$ cat src/rtl/layernorm_pkg.sv
`default_nettype none
// ============================================================================
//  Module      : layernorm_pkg
//  Description : Shared sizes and bank-state encoding for the LayerNorm
//                vector packer.
//  Revision    : 1.0 - initial release
// ============================================================================
package layernorm_pkg;

    localparam int N_ELEM     = 64;
    localparam int ELEM_W     = 16;
    localparam int VEC_W      = N_ELEM * ELEM_W;
    localparam int LANE_IDX_W = 6;
    localparam int LEN_W      = 7;

    typedef enum logic [1:0] {
        EMPTY   = 2'd0,
        FILLING = 2'd1,
        FULL    = 2'd2
    } bank_state_e;

endpackage
`default_nettype wire

$ cat src/rtl/vec_pack_64_if.sv
`default_nettype none
// ============================================================================
//  Module      : vec_pack_64_if
//  Description : Element-stream input and packed-vector output handshakes
//                of the LayerNorm packer.
//  Revision    : 1.0 - initial release
// ============================================================================
interface vec_pack_64_if;
    import layernorm_pkg::*;

    logic                elem_valid;
    logic                elem_ready;
    logic [ELEM_W-1:0]   elem_data;
    logic                elem_last;
    logic                vec_valid;
    logic                vec_ready;
    logic [VEC_W-1:0]    vec_data;
    logic [LEN_W-1:0]    vec_len;

    // Environment side: produces elements, consumes vectors.
    modport master (
        output elem_valid, elem_data, elem_last, vec_ready,
        input  elem_ready, vec_valid, vec_data, vec_len
    );

    // Packer side.
    modport slave (
        input  elem_valid, elem_data, elem_last, vec_ready,
        output elem_ready, vec_valid, vec_data, vec_len
    );

endinterface
`default_nettype wire

$ cat src/rtl/vec_pack_bank.sv
`default_nettype none
// ============================================================================
//  Module      : vec_pack_bank
//  Description : One vector bank: lane storage, fill counter and
//                EMPTY/FILLING/FULL state.
//  Revision    : 1.0 - initial release
// ============================================================================
module vec_pack_bank
    import layernorm_pkg::*;
(
    input  wire logic               clk,
    input  wire logic               rst,
    input  wire logic               wr_en_i,
    input  wire logic [ELEM_W-1:0]  wr_data_i,
    input  wire logic               wr_last_i,
    input  wire logic               clr_i,
    output bank_state_e             state_o,
    output logic [LEN_W-1:0]        len_o,
    output logic [VEC_W-1:0]        data_o
);

    logic [VEC_W-1:0]      data_q, data_d;
    logic [LEN_W-1:0]      len_q, len_d;
    bank_state_e           state_q, state_d;
    logic [LANE_IDX_W-1:0] w_lane;

    assign w_lane = len_q[LANE_IDX_W-1:0];

    // Clearing on drain is what makes unused lanes of a short vector read zero.
    always_comb begin
        data_d  = data_q;
        len_d   = len_q;
        state_d = state_q;
        if (clr_i) begin
            data_d  = '0;
            len_d   = '0;
            state_d = EMPTY;
        end else if (wr_en_i) begin
            data_d[int'(w_lane)*ELEM_W +: ELEM_W] = wr_data_i;
            len_d   = len_q + LEN_W'(1);
            state_d = ((len_q == LEN_W'(N_ELEM-1)) || wr_last_i) ? FULL : FILLING;
        end
    end

    always_ff @(posedge clk) begin
        if (rst) begin
            data_q  <= '0;
            len_q   <= '0;
            state_q <= EMPTY;
        end else begin
            data_q  <= data_d;
            len_q   <= len_d;
            state_q <= state_d;
        end
    end

    assign state_o = state_q;
    assign len_o   = len_q;
    assign data_o  = data_q;

endmodule
`default_nettype wire

$ cat src/rtl/vec_pack_64.sv
`default_nettype none
// ============================================================================
//  Module      : vec_pack_64
//  Description : Double-banked serial-to-parallel packer, Q8.8 elements into
//                64-lane vectors for the LayerNorm statistics stage.
//  Revision    : 1.0 - initial release
// ============================================================================
module vec_pack_64
    import layernorm_pkg::*;
(
    input  wire logic     clk,
    input  wire logic     rst,
    vec_pack_64_if.slave  bus
);

    bank_state_e      w_state [2];
    logic [LEN_W-1:0] w_len   [2];
    logic [VEC_W-1:0] w_data  [2];

    logic wr_sel_q, wr_sel_d;
    logic rd_sel_q, rd_sel_d;
    logic w_elem_ready, w_accept, w_closes;
    logic w_vec_valid, w_pop;

    // Both handshake outputs decode registered bank state only.
    assign w_elem_ready = (w_state[wr_sel_q] != FULL);
    assign w_vec_valid  = (w_state[rd_sel_q] == FULL);
    assign w_accept     = bus.elem_valid & w_elem_ready;
    assign w_pop        = w_vec_valid & bus.vec_ready;
    assign w_closes     = w_accept &&
                          ((w_len[wr_sel_q] == LEN_W'(N_ELEM-1)) || bus.elem_last);

    assign wr_sel_d = wr_sel_q ^ w_closes;
    assign rd_sel_d = rd_sel_q ^ w_pop;

    always_ff @(posedge clk) begin
        if (rst) begin
            wr_sel_q <= 1'b0;
            rd_sel_q <= 1'b0;
        end else begin
            wr_sel_q <= wr_sel_d;
            rd_sel_q <= rd_sel_d;
        end
    end

    for (genvar b = 0; b < 2; b++) begin : g_bank
        vec_pack_bank u_bank (
            .clk       (clk),
            .rst       (rst),
            .wr_en_i   (w_accept && (wr_sel_q == 1'(b))),
            .wr_data_i (bus.elem_data),
            .wr_last_i (bus.elem_last),
            .clr_i     (w_pop && (rd_sel_q == 1'(b))),
            .state_o   (w_state[b]),
            .len_o     (w_len[b]),
            .data_o    (w_data[b])
        );
    end

    assign bus.elem_ready = w_elem_ready;
    assign bus.vec_valid  = w_vec_valid;
    assign bus.vec_data   = w_data[rd_sel_q];
    assign bus.vec_len    = w_len[rd_sel_q];

endmodule
`default_nettype wire

$ cat src/flat_wrapper.sv
// flat-port wrapper written by rule: the top's interface ports become plain ports
module vec_pack_64_flat import layernorm_pkg::*;
  (clk, rst, bus_elem_valid, bus_elem_data, bus_elem_last, bus_vec_ready, bus_elem_ready, bus_vec_valid, bus_vec_data, bus_vec_len);
  vec_pack_64_if bus_i ();
  input  wire logic clk;
  input  wire logic rst;
  input wire logic [$bits(bus_i.elem_valid)-1:0] bus_elem_valid;
  input wire logic [$bits(bus_i.elem_data)-1:0] bus_elem_data;
  input wire logic [$bits(bus_i.elem_last)-1:0] bus_elem_last;
  input wire logic [$bits(bus_i.vec_ready)-1:0] bus_vec_ready;
  output wire logic [$bits(bus_i.elem_ready)-1:0] bus_elem_ready;
  output wire logic [$bits(bus_i.vec_valid)-1:0] bus_vec_valid;
  output wire logic [$bits(bus_i.vec_data)-1:0] bus_vec_data;
  output wire logic [$bits(bus_i.vec_len)-1:0] bus_vec_len;
  assign bus_i.elem_valid = bus_elem_valid;
  assign bus_i.elem_data = bus_elem_data;
  assign bus_i.elem_last = bus_elem_last;
  assign bus_i.vec_ready = bus_vec_ready;
  assign bus_elem_ready = bus_i.elem_ready;
  assign bus_vec_valid = bus_i.vec_valid;
  assign bus_vec_data = bus_i.vec_data;
  assign bus_vec_len = bus_i.vec_len;
  vec_pack_64 u_core (.clk(clk), .rst(rst), .bus(bus_i));
endmodule
$ cat config.mk
export PLATFORM = sky130hd
export DESIGN_NAME = vec_pack_64_flat
export DESIGN_NICKNAME = d
export VERILOG_FILES = /design/src/rtl/layernorm_pkg.sv /design/src/rtl/vec_pack_64_if.sv /design/src/rtl/vec_pack_bank.sv /design/src/rtl/vec_pack_64.sv /design/src/flat_wrapper.sv
export SDC_FILE = /design/constraint.sdc
export NUM_CORES = 2
export LEC_CHECK = 0
export BUFFER_PORTS_ARGS = -buffer_cell sky130_fd_sc_hd__buf_2
export CORE_ASPECT_RATIO = 1.5
export CORE_MARGIN = 2
export CORE_UTILIZATION = 51
export CTS_BUF_LIST = sky130_fd_sc_hd__clkbuf_4 sky130_fd_sc_hd__clkbuf_8
export DETAILED_ROUTE_END_ITERATION = 10
export PLACE_DENSITY = 0.82
export SETUP_SLACK_MARGIN = 0.4
export SLEW_MARGIN = 0
export SYNTH_ARGS = -nofsm -noshare
export SYNTH_HDL_FRONTEND = slang
export SYNTH_SLANG_ARGS = --single-unit
$ cat constraint.sdc
create_clock -name clk -period 3.4 [get_ports clk]
set_input_delay 0.34 -clock clk [delete_from_list [all_inputs] [get_ports clk]]
set_output_delay 0.34 -clock clk [all_outputs]
set_load 0.1 [all_outputs]
# Word-level counts from Yosys, hierarchy flattened
# Index checks and enable logic that the tools add are counted.
# word_totals
elab_cells	60
ff_bits	2068
output_inout_bits	1033
# op_classes
n_lt_le_gt_ge	2
reduce_logical	10
bitwise	8
n_eq_ne	5
muxes	19
n_shift	4
n_addsub	4
# op_table
cell	n
$mux 1024	3
$bwmux 1024	2
$shift 16x33->1024 const A	2
$shiftx 16x33->1024	2
$neg 10->33	2
$mux 7	6
$eq 7x6->1 const B	3
$mux 2	8
$add 7x1->7 const B	2
$logic_and 1x1->1	5
$ge 2x2->1 const B	2
$not 1->2	2
$reduce_or 2->1	2
$logic_or 1x1->1	3
$and 1x1->1	2
$eq 2x2->1 const B	1
$ne 2x2->1 const B	1
$not 1->1	2
$xor 1x1->1	2

# Depth between registers and ports, before layout
# logic_depth
ltp_word	8
mapped_depth	14
ltp_nobuf	10

# Cells and area by module
# A second synthesis with hierarchy kept.
# unflattened
hier_cells	10011
area_unflattened_um2	92175.9
# by_module_without_submodules
mod	seq_area_each_um2	cells_each	area_each_um2	n_inst
vec_pack_bank (u_core.g_bank[0].u_bank)	20679.8	4511	39808.2	1
vec_pack_bank (u_core.g_bank[1].u_bank)	20679.8	4330	38500.7	1
vec_pack_64	40.0	1170	13867.0	1

# Least setup slack after synthesis
# Ideal clock, no wire load.
# synth_timing
path_kind	register to register
startpoint	reg u_core.rd_sel_q
endpoint	reg u_core.g_bank[1].u_bank.data_q[494]
path_stages_with_launch	12
arrival_time_ps	4356
slack_ps	-1072
setup_ps	116
period_less_slack_ps	4472
cell_sequence	dfxtp_1 clkbuf_1 o21ai_0 and2_1 ha_1 or2_2 clkbuf_1 or4_1 clkbuf_1 buf_2 nor4_1 a31o_2
# synth_between
elab_chain_cells	8
# synth_lines
element	line	text
start, declared	vec_pack_64.sv:21	logic rd_sel_q, rd_sel_d;
start signal, assigned	vec_pack_64.sv:42	rd_sel_q <= rd_sel_d;
$not 1->2 (implied by the code)	vec_pack_64.sv:27	assign w_vec_valid = (w_state[rd_sel_q] == FULL);
$mux 2 (implied by the code) (3 in a row)	vec_pack_64.sv:27	
$eq 2x2->1	vec_pack_64.sv:27	
named net bus_vec_valid	flat_wrapper.sv:12	output wire logic [$bits(bus_i.vec_valid)-1:0] bus_vec_valid;
$and 1x1->1	vec_pack_64.sv:29	assign w_pop = w_vec_valid & bus.vec_ready;
$logic_and 1x1->1	vec_pack_64.sv:53	.clr_i (w_pop && (rd_sel_q == 1'(b))),
$reduce_or 2->1 (no source line)	--	
end signal, assigned	vec_pack_bank.sv:51	data_q <= data_d;
end, declared	vec_pack_bank.sv:22	logic [VEC_W-1:0] data_q, data_d;
# The timed path passes the listed nets, and every way through them passes these cells. The select of a mux whose other input is x is not followed.
# A chain may end at the register's enable or synchronous reset.

# Worst setup path in the final report
# layout_timing
startpoint	reg u_core.rd_sel_q
endpoint	out bus_vec_data[589]
# layout_between
elab_chain_cells	4
# layout_lines
element	line	text
$not 1->2 (implied by the code)	vec_pack_64.sv:62	assign bus.vec_data = w_data[rd_sel_q];
$mux 1024 (implied by the code) (3 in a row)	vec_pack_64.sv:62	
end, declared	flat_wrapper.sv:13	output wire logic [$bits(bus_i.vec_data)-1:0] bus_vec_data;
# No other way between the ends. The select of a mux whose other input is x is not followed.

==> reports/summary.md <==
The worst register-to-register path ends at u_core.g_bank[1].u_bank.data_o[963]. The top cell type by total area after synthesis is sky130_fd_sc_hd__dfxtp_1. Number of enable flip-flop cells after synthesis: 0. The worst register-to-register path has a depth of 7. The number of buffers inserted during clock tree synthesis was 321. The filler cells instantiated in the layout total 13107.

The HPWL after detailed placement is 255000 um. Among all flip-flop cells after synthesis, the most frequent one is sky130_fd_sc_hd__dfxtp_1. The fraction of layout cells with a size suffix above 1 was 31.2%; the buffer depth of the longest clock path was 4. Met2 usage: 62.1%. Summed over all cells, the static leakage comes to 0.0458 uW.

The floorplan step set the die height to 514 um. The area of the die is 0.177 mm^2, and the count of unresolved DRC violations after routing is 0. Yosys attributes the largest share of cell area to sky130_fd_sc_hd__dfxtp_1 (47%), sky130_fd_sc_hd__mux2i_1 (13%), sky130_fd_sc_hd__mux2_2 (13%). The run gives 209 as the largest net degree at the start of global routing. The run gives 46.8% as the sequential area share after synthesis. The power density relative to cell area was 466 mW/mm^2. In the final design database the tool counted 10309 nets. The initial antenna violation count was 31.

At the pin with the least slew margin, the transition time is 1290 ps. The area used by multi-input combinational logic is 0.0449 mm^2. The tools report the tightest slew margin relative to the limit as 13.9%. Core outline area: 0.173 mm^2.

The number of buffer cells added on primary ports works out to 1053. The run gives 187 as the total number of placement rows. The maximum fanout along the worst path works out to 20. In this run the clock root is driven by a sky130_fd_sc_hd__clkbuf_8.

The tools report the count of endpoints failing hold in the final timing report as 0. The tools report the type of element launching the critical path as a register. The critical path data required time is 3060 ps, and the number of slew-limit violations in the final report is 0. The post-CTS clock slew at the launch and capture registers of the worst setup and hold paths was 70 ps; the initial DRC count was 9595.

The maximum clock skew at final layout was 115 ps; the critical path data arrival time was 2840 ps. The tools report the clock latency reported for the late side of the worst-skew pair as 1120 ps. Setup slack on the worst reg-to-reg path comes out at 220 ps. The tools report the category of the worst setup path capture point as a primary output. The most critical setup path has its startpoint at u_core.rd_sel_q.

The die is 344 um wide. The per-cell via count in the routed design works out to 6.31. At the placement stage, the worst setup path has a slack of 116 ps. Global routing's busiest layer: met2. The number of nets with antenna violations after detailed routing is 0, and the period utilization is 93.7%. Following the worst setup path forward leads to its endpoint at bus_vec_data[589]. The first global-routing pass estimated 534000 um of wire. The run gives 0.0414 mm^2 as the area occupied by registers.

After routing, the total negative slack on setup checks comes to 0 ps. Among all stages on the critical path, the largest delay is contributed by sky130_fd_sc_hd__dfxtp_4. The routed wirelength normalized by instance count works out to 30.8 um.

Global routing consumed, over all layers together, 41.0% of the routing resources. The residual overflow from global routing was 0. In this design, the critical path's most frequently occurring cell is sky130_fd_sc_hd__buf_16. After synthesis the netlist holds a flip-flop and latch count of 2068. Static timing analysis puts the maximum clock frequency at 0.314 GHz. Highest cell delay on the worst timing path: 370 ps. Setup repair after global routing could not meet its margin everywhere.

The synthesized area was 0.0885 mm^2. TritonCTS built the clock tree. Setup violations remaining at the end of the flow were counted as 0.

The startpoint identified for the worst register-to-register timing path is u_core.g_bank[1].u_bank.len_o[2]. Peak supply drop: 0.451 mV. Hold slack: 99.1 ps.

Each instance of the synthesized netlist takes up on average 9.54 um^2. The routed design has 394000 um of wire. The type of the most critical hold path was in -> reg.

The tools report the global placement routability congestion as 0.948. The first detailed-routing pass took 8 iterations. The number of global-route vias before repair was 77578.

The tools report the unique cell type count in the Yosys netlist as 76. From synthesis to final layout, the design area changed by 23.7%. For this run, the number of Yosys warnings is 0.

The critical path is of the reg -> out type. Once the floorplan was initialized, standard cells occupied 51.2% of the core. The final critical delay including setup and external delays was 3180 ps; the global-route track usage on met1 was 45.9%.

Max-cap violations in this run came to 0. The setup slack of the critical path after layout came out at 215 ps. The synthesized design devotes to its leading area cell type 46.8% of total area.

Worst min-delay path startpoint: bus_vec_ready. The run finished with clean final reports. Counting every sink on the clock net gives 2068. The number of instances in the synthesized netlist was 9277.

Among all cell types in the netlist, the one instantiated most often is sky130_fd_sc_hd__dfxtp_1. Of all flip-flops after synthesis, the portion carrying an async set or reset was 0%. The logs give 9306 for the total nets after synthesis and 5 for the H-tree depth. The number of I/O pins came out at 1054.

The critical path goes through buf_12 -> buf_16 -> buf_16 -> buf_16 -> mux2_2 -> clkbuf_4. Sorting the synthesized cells by how often they occur yields sky130_fd_sc_hd__dfxtp_1 (2068), sky130_fd_sc_hd__nand2_1 (1689), sky130_fd_sc_hd__mux2i_1 (1184). In the global route stage, met3 resource usage came out at 15.4%. Via count of the routed design: 80608.
final cells by class:
class / count / share of cell area (%)
multi-input combinational: 6365 / 41.0
sequential: 2068 / 37.8
timing repair buffer: 1512 / 12.4
clock buffer: 493 / 5.72
tap: 2268 / 2.59
clock inverter: 43 / 0.419
antenna: 20 / 0.0457
inverter: 12 / 0.0446
kinds of logic after synthesis:
group                    Yosys count  synth area share (%)
XOR/XNOR                          18                 0.178
AO/OA/AOI/OAI                   1027                  6.80
buffers and inverters            847                  3.94
adder cells (fa/ha/maj)            8                 0.113
multiplexers                    2213                  26.5
flip-flops                      2068                  46.8
AND/OR/NAND/NOR                 3096                  15.7
cells in the final DEF (no fill, tap or decap), types with 13 or more instances in the layout:
master                          count
sky130_fd_sc_hd__nand3_1          903
sky130_fd_sc_hd__nand2_1         1664
sky130_fd_sc_hd__dfxtp_1         2065
sky130_fd_sc_hd__o21ai_0          609
sky130_fd_sc_hd__mux2_2           957
sky130_fd_sc_hd__a31o_2            14
sky130_fd_sc_hd__o211ai_1          99
sky130_fd_sc_hd__nor2_2            15
sky130_fd_sc_hd__buf_4            585
sky130_fd_sc_hd__nand2_2           13
sky130_fd_sc_hd__and2_1            23
sky130_fd_sc_hd__clkbuf_4         124
sky130_fd_sc_hd__mux2i_1         1184
sky130_fd_sc_hd__o31ai_1          124
sky130_fd_sc_hd__nand3_2           21
sky130_fd_sc_hd__nand4_1           50
sky130_fd_sc_hd__clkbuf_16         26
sky130_fd_sc_hd__buf_2            546
sky130_fd_sc_hd__buf_8             19
sky130_fd_sc_hd__a21oi_1          122
sky130_fd_sc_hd__nand2b_1          17
sky130_fd_sc_hd__dlygate4sd3_1     22
sky130_fd_sc_hd__diode_2           20
sky130_fd_sc_hd__buf_16            46
sky130_fd_sc_hd__nor2_1           154
sky130_fd_sc_hd__buf_6            100
sky130_fd_sc_hd__mux2_4            72
sky130_fd_sc_hd__buf_12           125
sky130_fd_sc_hd__or3_1             21
sky130_fd_sc_hd__and3_1            55
sky130_fd_sc_hd__clkinv_2          26
sky130_fd_sc_hd__clkbuf_8         411
worst min-delay path by stage:
stage | endpoint | slack, ps | depth (start not counted)
after floorplan | u_core.g_bank[1].u_bank.data_o[496] | 430 | 2
after CTS | u_core.g_bank[1].u_bank.len_o[0] | 80 | 5
after detailed placement | u_core.g_bank[1].u_bank.data_o[1020] | 440 | 2
after global placement | u_core.g_bank[1].u_bank.data_o[1021] | 430 | 2
after global routing | u_core.g_bank[1].u_bank.len_o[0] | 110 | 5
final | u_core.g_bank[1].u_bank.len_o[0] | 100 | 5
sequential cells by signal, indices dropped and copies added (netlist names):
signal                        cells
u_core.rd_sel_q                   1
u_core.g_bank.u_bank.state_o      4
u_core.wr_sel_q                   1
u_core.g_bank.u_bank.len_o       14
u_core.g_bank.u_bank.data_o    2048
stage by stage:
stage,util [%],area (um^2),power [uW],cells
floorplan,-,88600,26800,9277
global placement,56.2,97000,28100,12081
detailed placement,56.2,97000,28200,12081
CTS,61.9,107000,50400,12698
global route,63.4,109000,52000,12765
finish,63.4,109000,51000,12781
power by group:
part | internal, uW | leakage, uW | total [uW] | switching (uW)
sequential | 24200 | 0.0166 | 24300 | 18.3
clock | 12300 | 0.00357 | 22400 | 10100
combinational | 1260 | 0.0256 | 4340 | 3090
repair_timing:
action                                  4_1_cts  5_1_grt
buffers inserted                             26       25
endpoints found under the setup margin     1379     2413
gates cloned                                 33       38
hold buffers                                 22        0
resized for setup                           548      551
pin swaps                                     2       24
endpoints found under the hold margin       604        0
worst max-delay path, delay by kind of cell (launching register included):
family,cells,cell delay (ps)
mux,1,360
buf+inv,5,1070
flops,1,370
layer usage:
layer / up-vias / part of all wire (%)
met1: 38845 / 34
li1: 34435 / -
met2: 5721 / 43
met4: 18 / 9.7
met3: 1589 / 13
met5: - / 0.031
(Power assumes the default switching activity.)
